### src/rtl/mul_div_unit_if.sv
// rtl/mul_div_unit_if.sv - request/response bundle between the EX stage and mul_div_unit
interface mul_div_unit_if;
    logic        start;
    logic [2:0]  funct3;
    logic [31:0] op_a;
    logic [31:0] op_b;
    logic        flush;
    logic        busy;
    logic        done;
    logic [31:0] result;

    modport master (
        output start, funct3, op_a, op_b, flush,
        input  busy, done, result
    );

    modport slave (
        input  start, funct3, op_a, op_b, flush,
        output busy, done, result
    );
endinterface

### src/rtl/mul_div_unit.sv
// rtl/mul_div_unit.sv - iterative RV32M multiply/divide unit (shift-add / restoring divide)
module mul_div_unit (
    input  logic          clk,
    input  logic          rst_n,
    mul_div_unit_if.slave bus
);

    typedef enum logic [1:0] {IDLE, CALC, FIX, DONE} state_t;

    state_t      state, state_nxt;
    logic [4:0]  cnt;
    logic [2:0]  op_q;
    logic [31:0] opnd;
    logic [63:0] acc;
    logic        neg_q;
    logic [31:0] result_q;

    logic        a_signed, b_signed, a_neg, b_neg;
    logic [31:0] a_abs, b_abs;
    logic        fast_zero, fast_ovf, fast;
    logic [31:0] fast_res;
    logic        ready, accept;

    // Operand decode on the request side, evaluated in the accepting cycle
    always_comb begin
        a_signed  = bus.funct3[2] ? ~bus.funct3[0] : (bus.funct3[1:0] != 2'b11);
        b_signed  = bus.funct3[2] ? ~bus.funct3[0] : ~bus.funct3[1];
        a_neg     = a_signed & bus.op_a[31];
        b_neg     = b_signed & bus.op_b[31];
        a_abs     = a_neg ? (32'd0 - bus.op_a) : bus.op_a;
        b_abs     = b_neg ? (32'd0 - bus.op_b) : bus.op_b;
        fast_zero = bus.funct3[2] & (bus.op_b == 32'd0);
        fast_ovf  = bus.funct3[2] & ~bus.funct3[0] &
                    (bus.op_a == 32'h8000_0000) & (bus.op_b == 32'hFFFF_FFFF);
        fast      = fast_zero | fast_ovf;
        if (fast_zero)
            fast_res = bus.funct3[1] ? bus.op_a : 32'hFFFF_FFFF;
        else
            fast_res = bus.funct3[1] ? 32'd0 : 32'h8000_0000;
    end

    assign ready  = (state == IDLE) || (state == DONE);
    assign accept = ready & bus.start & ~bus.flush;

    // One iteration step for each datapath; acc holds {hi, lo} in both modes
    logic [32:0] mul_sum;
    logic [63:0] mul_nxt;
    logic [33:0] div_diff;
    logic [63:0] div_nxt;

    always_comb begin
        mul_sum  = {1'b0, acc[63:32]} + (acc[0] ? {1'b0, opnd} : 33'd0);
        mul_nxt  = {mul_sum, acc[31:1]};
        div_diff = {1'b0, acc[63:31]} - {2'b00, opnd};
        if (div_diff[33])
            div_nxt = {acc[62:31], acc[30:0], 1'b0};
        else
            div_nxt = {div_diff[31:0], acc[30:0], 1'b1};
    end

    logic [63:0] prod;
    logic [31:0] quo_fix, rem_fix, fix_res;

    always_comb begin
        prod    = neg_q ? (64'd0 - acc) : acc;
        quo_fix = neg_q ? (32'd0 - acc[31:0]) : acc[31:0];
        rem_fix = neg_q ? (32'd0 - acc[63:32]) : acc[63:32];
        if (op_q[2])
            fix_res = op_q[1] ? rem_fix : quo_fix;
        else
            fix_res = (op_q[1:0] == 2'b00) ? prod[31:0] : prod[63:32];
    end

    always_comb begin
        state_nxt = state;
        unique case (state)
            IDLE, DONE: begin
                if (accept)
                    state_nxt = fast ? DONE : CALC;
                else
                    state_nxt = IDLE;
            end
            CALC:    if (cnt == 5'd31) state_nxt = FIX;
            FIX:     state_nxt = DONE;
            default: state_nxt = IDLE;
        endcase
        if (bus.flush)
            state_nxt = IDLE;
    end

    always_ff @(posedge clk or negedge rst_n) begin
        if (!rst_n) begin
            state <= IDLE;
        end else begin
            state <= state_nxt;
        end
    end

    always_ff @(posedge clk or negedge rst_n) begin
        if (!rst_n) begin
            cnt      <= 5'd0;
            op_q     <= 3'd0;
            opnd     <= 32'd0;
            acc      <= 64'd0;
            neg_q    <= 1'b0;
            result_q <= 32'd0;
        end else if (accept) begin
            cnt   <= 5'd0;
            op_q  <= bus.funct3;
            neg_q <= (bus.funct3[2] & bus.funct3[1]) ? a_neg : (a_neg ^ b_neg);
            // Multiply keeps the multiplicand in opnd; divide keeps the divisor there
            opnd  <= bus.funct3[2] ? b_abs : a_abs;
            acc   <= {32'd0, bus.funct3[2] ? a_abs : b_abs};
            if (fast)
                result_q <= fast_res;
        end else if (bus.flush) begin
            cnt <= 5'd0;
        end else if (state == CALC) begin
            acc <= op_q[2] ? div_nxt : mul_nxt;
            cnt <= cnt + 5'd1;
        end else if (state == FIX) begin
            result_q <= fix_res;
        end
    end

    assign bus.busy   = (state == CALC) || (state == FIX);
    assign bus.done   = (state == DONE);
    assign bus.result = result_q;

endmodule
### src/flat_wrapper.sv
// flat-port wrapper written by rule: the top's interface ports become plain ports
module mul_div_unit_flat 
  (clk, rst_n, bus_start, bus_funct3, bus_op_a, bus_op_b, bus_flush, bus_busy, bus_done, bus_result);
  mul_div_unit_if bus_i ();
  input  logic clk;
  input  logic rst_n;
  input wire logic [$bits(bus_i.start)-1:0] bus_start;
  input wire logic [$bits(bus_i.funct3)-1:0] bus_funct3;
  input wire logic [$bits(bus_i.op_a)-1:0] bus_op_a;
  input wire logic [$bits(bus_i.op_b)-1:0] bus_op_b;
  input wire logic [$bits(bus_i.flush)-1:0] bus_flush;
  output wire logic [$bits(bus_i.busy)-1:0] bus_busy;
  output wire logic [$bits(bus_i.done)-1:0] bus_done;
  output wire logic [$bits(bus_i.result)-1:0] bus_result;
  assign bus_i.start = bus_start;
  assign bus_i.funct3 = bus_funct3;
  assign bus_i.op_a = bus_op_a;
  assign bus_i.op_b = bus_op_b;
  assign bus_i.flush = bus_flush;
  assign bus_busy = bus_i.busy;
  assign bus_done = bus_i.done;
  assign bus_result = bus_i.result;
  mul_div_unit u_core (.clk(clk), .rst_n(rst_n), .bus(bus_i));
endmodule
### config.mk
export PLATFORM = sky130hd
export DESIGN_NAME = mul_div_unit_flat
export DESIGN_NICKNAME = d
export VERILOG_FILES = /design/src/rtl/mul_div_unit_if.sv /design/src/rtl/mul_div_unit.sv /design/src/flat_wrapper.sv
export SDC_FILE = /design/constraint.sdc
export NUM_CORES = 1
export LEC_CHECK = 0
export CAP_MARGIN = 20
export CELL_PAD_IN_SITES_DETAIL_PLACEMENT = 1
export CELL_PAD_IN_SITES_GLOBAL_PLACEMENT = 1
export CORE_MARGIN = 4
export CORE_UTILIZATION = 40
export DETAILED_ROUTE_END_ITERATION = 6
export MAX_ROUTING_LAYER = met4
export PLACE_DENSITY = 0.74
export SLEW_MARGIN = 10
export SYNTH_ARGS = -nofsm -noshare
export SYNTH_HDL_FRONTEND = slang
export SYNTH_SLANG_ARGS = --single-unit
### constraint.sdc
create_clock -name clk -period 6.4 [get_ports clk]
set_input_delay 1.28 -clock clk [delete_from_list [all_inputs] [get_ports clk]]
set_output_delay 1.28 -clock clk [all_outputs]
set_load 0.02 [all_outputs]
==> metrics.yaml <==
die:
  die_w_um: 197
  num_rows: 69
  dieArea_mm2: 0.0389
  coreArea_mm2: 0.0355
  dieHeight_um: 197
  floorplan.initialDensity_pct: 40.4
  ioPinCount: 105
worst_setup_path:
  crit_family: "simple AND/OR/NAND/NOR gates"
  arrival_ns: 4.96
  critPathMaxStageDelay_ns: 0.58
  path_max_fanout: 38
  start_kind: "input pin"
  worstPathRequired_ns: 6.79
  critical_path_buf_inv_count: 3
  cp_slowest_cell: "or4_1"
  critical_path_class: "input pin to flip-flop"
  worstPathCellList: "clkdlybuf4s50_1 -> inv_1 -> ha_1 -> nor4b_1 -> nand3_1 -> nor3_1 -> and2_1 -> nand2_1 -> nor2_1 -> a31oi_1 -> and2_1 -> buf_4 -> or4_1 -> nand3_1"
  end_kind: "flip-flop"
final_layout:
  multiInputGateArea_mm2: 0.0101
  fill_cells: 4411
  num-nets-final: 2089
  mostFrequentLayoutCell: "nor2_1"
  post-route-util_pct: 45.8
  seqCellArea_mm2: 0.00348
  syn2layout_area_growth_pct: 13.2
  final_cells: 2418
  drive_gt1_share_pct: 4.65
  layout_common_cells: "nor2_1 (218), a21oi_1 (202), nand2_1 (195), o21ai_0 (147), dfrtp_1 (137)"
drt:
  vias: 15152
  postRouteAntennaNets: 0
  drt-total-wl_um: 61400
  drc_errors: 0
  drt_iter0_drc: 1512
  dr.pass1.iters: 5
  wl_per_cell_um: 25.4
  viasPerCell: 6.27
placed_design:
  portBuffers: 104
  place_congestion: 1.02
  dpl.cell_count: 2384
  place_hpwl_um: 47800
clock_tree:
  clockBufferDepth: 2
  cts_tree: "yes"
  clk_latency_ns: 0.46
  clk_pin_slew_ns: 0.07
  htreeDepth: 4
  cts_root_buf: "clkbuf_16"
  clock-sinks: 139
  cts_hold_buf: 0
  cts_resized: 0
  cts_setup_buffers: 0
  cts_made_buffers: 17
synthesis:
  ys_ff_latch: 139
  netlist.area_leader.share_pct: 24.3
  synth.net_count: 2073
  yosys-top-cells-area: "dfrtp_1 (24%), a21oi_1 (7.1%), ha_1 (6.5%)"
  synth.largest_area_cell: "dfrtp_1"
  ys_warn_count: 0
  syn_inst: 1926
  synth.cell_area_mm2: 0.0143
  async_reset_ff_share_pct: 100
  synth_edf_count: 0
  ys_seq_area_share_pct: 24.3
  yosysUniqueCellTypes: 82
  synthFlopType: "dfrtp_1"
  syn_avg_cell_area_um2: 7.45
timing:
  rsz0062_at_grt: "no"
  skew_ns: 0.0244
  tightest_slew_ns: 1.07
  period_share_pct: 71.3
  period_needed_ns: 4.57
  hold_violations: 0
  setup-violations-final: 0
  maxSlewHeadroom_pct: 28.6
  clock.fmax_ghz: 0.219
  slew_viol_final: 0
  tns_ns: 0
global_routing:
  grt_pass1_wl_um: 93300
  antenna_found_initial: 2
  grt-ovfl-total: 0
  grt_pass1_vias: 15137
  grt_usage_pct: 32.2
  grt_max_degree: 90
power:
  power_density_mw_per_mm2: 628
  ir_drop_v: 0.000252
  p_leak_uw: 0.00684
run:
  cap_violations: 0
run_status:
  status: "finished clean"
hold_path:
  min-delay-path-class: "flip-flop to flip-flop"
-- worst register-to-register path: cells and delay by family, from the launching register on --
family	cells	cell delay [ns]
simple gates	5	2.09
flops	1	0.52
xor+xnor	1	0.11
compound gates	3	1.43
-- metrics by stage --
stage	worst slack [ns]	instance area, um2	hold slack, ns	power, uW
floorplan	2.71	14300	0.450	6720
CTS	1.91	16200	0.482	10100
global route	1.53	16200	0.514	10900
detailed placement	1.43	15600	0.466	8960
finish	1.83	16200	0.477	10200
global placement	1.62	15600	0.464	8780
-- registers in the layout, indices dropped and copies added, names as in the netlist --
| register | cells |
|---|---|
| u_core.acc | 64 |
| u_core.bus.result | 32 |
| u_core.cnt | 5 |
| u_core.neg_q | 1 |
| u_core.op_q | 3 |
| u_core.opnd | 32 |
| u_core.state | 2 |
-- area by class of cell --
class,count,share of cell area [%]
clock buffer,17,2.62
timing repair buffer,122,7.24
multi-input combinational,1592,62.4
antenna,2,0.0308
inverter,70,1.62
tap,461,3.55
clock inverter,15,1.09
sequential,139,21.4
-- power by group --
group,switching [uW],internal (uW)
clock,502,526
sequential,783,1260
combinational,4450,2680
-- path summary, 6_finish.rpt --
check / slack [ns] / cells past startpoint / endpoint / start
min reg2reg: 0.48 / 1 / u_core.bus.result[16] / u_core.bus.result[16]
max reg2reg: 2.11 / 9 / u_core.bus.result[9] / u_core.acc[14]
max: 1.83 / 14 / u_core.bus.result[7] / bus_op_a[0]
max in group asynchronous: 4.44 / 2 / u_core.op_q[2] / rst_n
min: 0.48 / 1 / u_core.bus.result[16] / u_core.bus.result[16]
min in group asynchronous: 0.79 / 1 / u_core.acc[45] / rst_n
-- cell families (layout without fill, tap and decap cells) --
logic type,Yosys count,in the layout,share of synthesized area (%)
AO/OA/AOI/OAI,656,656,28.1
buffers and inverters,195,224,5.30
multiplexers,67,67,4.75
flip-flops,139,139,24.3
XOR/XNOR,188,188,11.5
AND/OR/NAND/NOR,605,605,19.4
other,0,2,0
adder cells (fa/ha/maj),76,76,6.74
-- cells in the mapped netlist (5+ instances only) --
library cell / instances
a211oi_1: 19
xnor2_1: 102
nand2b_1: 13
a21oi_1: 203
buf_1: 7
a21boi_0: 5
a22o_1: 8
nand4_1: 14
nor2_1: 219
nor2b_1: 10
o211ai_1: 17
o21a_1: 12
dfrtp_1: 139
a221o_1: 6
ha_1: 74
mux2i_1: 59
clkbuf_1: 105
or3_1: 21
inv_1: 68
o41ai_1: 14
a21o_1: 32
a31oi_1: 11
o21ai_0: 147
or4_1: 10
a221oi_1: 9
o31ai_1: 27
a22oi_1: 13
mux2_2: 7
nor3_1: 30
o22ai_1: 14
o21ai_1: 57
a2111oi_0: 6
or2_2: 5
and2_1: 18
nor4_1: 8
and3_1: 8
xor2_1: 86
o221ai_1: 12
nand3_1: 29
buf_2: 11
nand2_1: 195
-- metal layers --
metal / track usage [%] / vias up / share of wire [%]
li1: - / 6949 / -
met1: 42.1 / 7472 / 43
met2: 49.0 / 603 / 45
met3: 5.87 / 128 / 7.1
met4: 13.4 / 0 / 4.6
met5: - / - / 0
No activity file was read; power rests on OpenSTA's default activity.
==> RTL change (same flow settings) <==
Make the reset (`rst_n`) synchronous in 2 clocked blocks.
--- a/src/rtl/mul_div_unit.sv
+++ b/src/rtl/mul_div_unit.sv
@@ -89,5 +89,5 @@
     end
 
-    always_ff @(posedge clk or negedge rst_n) begin
+    always_ff @(posedge clk) begin
         if (!rst_n) begin
             state <= IDLE;
@@ -97,5 +97,5 @@
     end
 
-    always_ff @(posedge clk or negedge rst_n) begin
+    always_ff @(posedge clk) begin
         if (!rst_n) begin
             cnt      <= 5'd0;
Function: differs if rst_n is asserted again (counterexample within 4 cycles, from zero or initial values and one cycle with rst_n low); with rst_n held inactive, the same outputs for 4 cycles.
==> RTL change against the original RTL <==
  * Worst setup slack better by 0.053 ns
  * Die area up 4.5%
  * Design area up 3.5%
  * Fmax up 1.2%
  * Core utilization down 0.086 points
  * Sequential cell count unchanged
  * First-iteration DRC count down 15%
  * Wire length up 6.6%
  * Synthesized area up 4.7%
  * Critical path type unchanged
  * Highest routed layer unchanged
Power is left out: it rests on default switching activity, and per cell area and clock period it moved more than threefold.
==> RTL change: results (changes against the original RTL) <==
=====================================================================================
Vias in the first global route .........................................       16,300   was 15,100
Pin count of the biggest net entering global routing ...................           67   was 90
Largest fanout on the critical path ....................................           17   was 38
First-pass DRT Iterations ..............................................            6   was 5
Number of cells on the worst hold path .................................            2   was 1
Slack of the critical path .............................................      1.89 ns   was 1.83 ns
DP Area ................................................................   16,200 µm²   was 15,600 µm²
Crit Reg-Reg Endpoint .................................................. u_core.acc[63]   was u_core.bus.result[9]
Share of flip-flops with an asynchronous set or reset after synthesis ..           0%   was 100%
Beginning of the worst register-to-register path ....................... u_core.acc[0]   was u_core.acc[14]
Filler cell count ......................................................        4,649   was 4,411
Slew Limit Headroom ....................................................        31.3%   was 28.6%
Count of routing violations after the opening detailed-route iteration .        1,283   was 1,512
Global Route met2 Usage ................................................        51.1%   was 49.0%
Number of antenna cells inserted .......................................            0   was 2
Portion of the post-synthesis area used by sequential elements .........        18.5%   was 24.3%
Met3 usage in global routing ...........................................        5.37%   was 5.87%
Total area of sequential cells .........................................     2790 µm²   was 3480 µm²
Leading cell types by count after synthesis ............................ 231 x sky130_fd_sc_hd__nor2_1, 205 x sky130_fd_sc_hd__nand2_1, 195 x sky130_fd_sc_hd__a21oi_1   was 219 x sky130_fd_sc_hd__nor2_1, 203 x sky130_fd_sc_hd__a21oi_1, 195 x sky130_fd_sc_hd__nand2_1
Worst slack, placed ....................................................      1.32 ns   was 1.43 ns
WHS Endpoint ........................................................... u_core.opnd[8]   was u_core.bus.result[16]
First-pass GRT wire length .............................................      99.1 mm   was 93.3 mm
Unique masters post-synth ..............................................           86   was 82
Result of the run ...................................................... finished clean   unchanged
DP HPWL ................................................................      51.0 mm   was 47.8 mm
Longest individual stage delay on the worst path .......................      0.60 ns   was 0.58 ns
Most frequently used flop master after synthesis ....................... sky130_fd_sc_hd__dfxtp_1   was sky130_fd_sc_hd__dfrtp_1
=====================================================================================
==> RTL change: changes by cell type in the layout (fill, tap and decap cells not counted), sizes merged, moves of 16 or more <==
cell / change
nor3: +16
nand3: +17
o2bb2ai: +19
o211ai: +31
dfrtp: -139
a211oi: +29
dfxtp: +139
o21ai: -44
==> RTL change: worst max path at each step <==
stage	start	to	cells after the start
2_1_floorplan	bus_op_a[10]	u_core.bus.result[23]	9
3_3_place_gp	bus_op_a[10]	u_core.bus.result[24]	9
3_5_place_dp	bus_op_a[8]	u_core.bus.result[28]	9
4_1_cts	bus_op_a[8]	u_core.bus.result[23]	9
5_1_grt	u_core.acc[0]	u_core.acc[61]	13
6_report	bus_op_a[8]	u_core.bus.result[15]	10
==> RTL change: layout make-up <==
class | count | area share, %
inverter | 76 | 1.70
clock inverter | 13 | 0.909
multi-input combinational | 1746 | 67.0
timing repair buffer | 135 | 7.60
tap | 468 | 3.49
sequential | 139 | 16.6
clock buffer | 19 | 2.70
==> RTL change: logic make-up (layout without fill, tap and decap cells) <==
family                     after synthesis  in the layout  synth area share (%)
buffers and inverters                  247            243                  6.62
AOI/OAI and AO/OA                      700            700                  30.4
and+or+nand+nor                        725            725                  23.2
xor gates and xnor gates               188            188                  11.0
DFF                                    139            139                  18.5
muxes                                   57             57                  3.90
adders and majority gates               76             76                  6.43
==> RTL change: per-stage QoR <==
step                std cells  hold WS, ns
floorplan                2132        0.432
global placement         2562        0.445
detailed placement       2562        0.448
CTS                      2594        0.458
global route             2596        0.474
finish                   2596        0.456
==> RTL change: routing by layer <==
layer | part of all wire (%) | vias to the layer above | wire length [µm]
met5 | 0 | - | 0
met4 | 3.5 | 0 | 2280
met3 | 6.8 | 118 | 4430
met2 | 46 | 604 | 30100
met1 | 44 | 8096 | 28700
li1 | - | 7717 | -
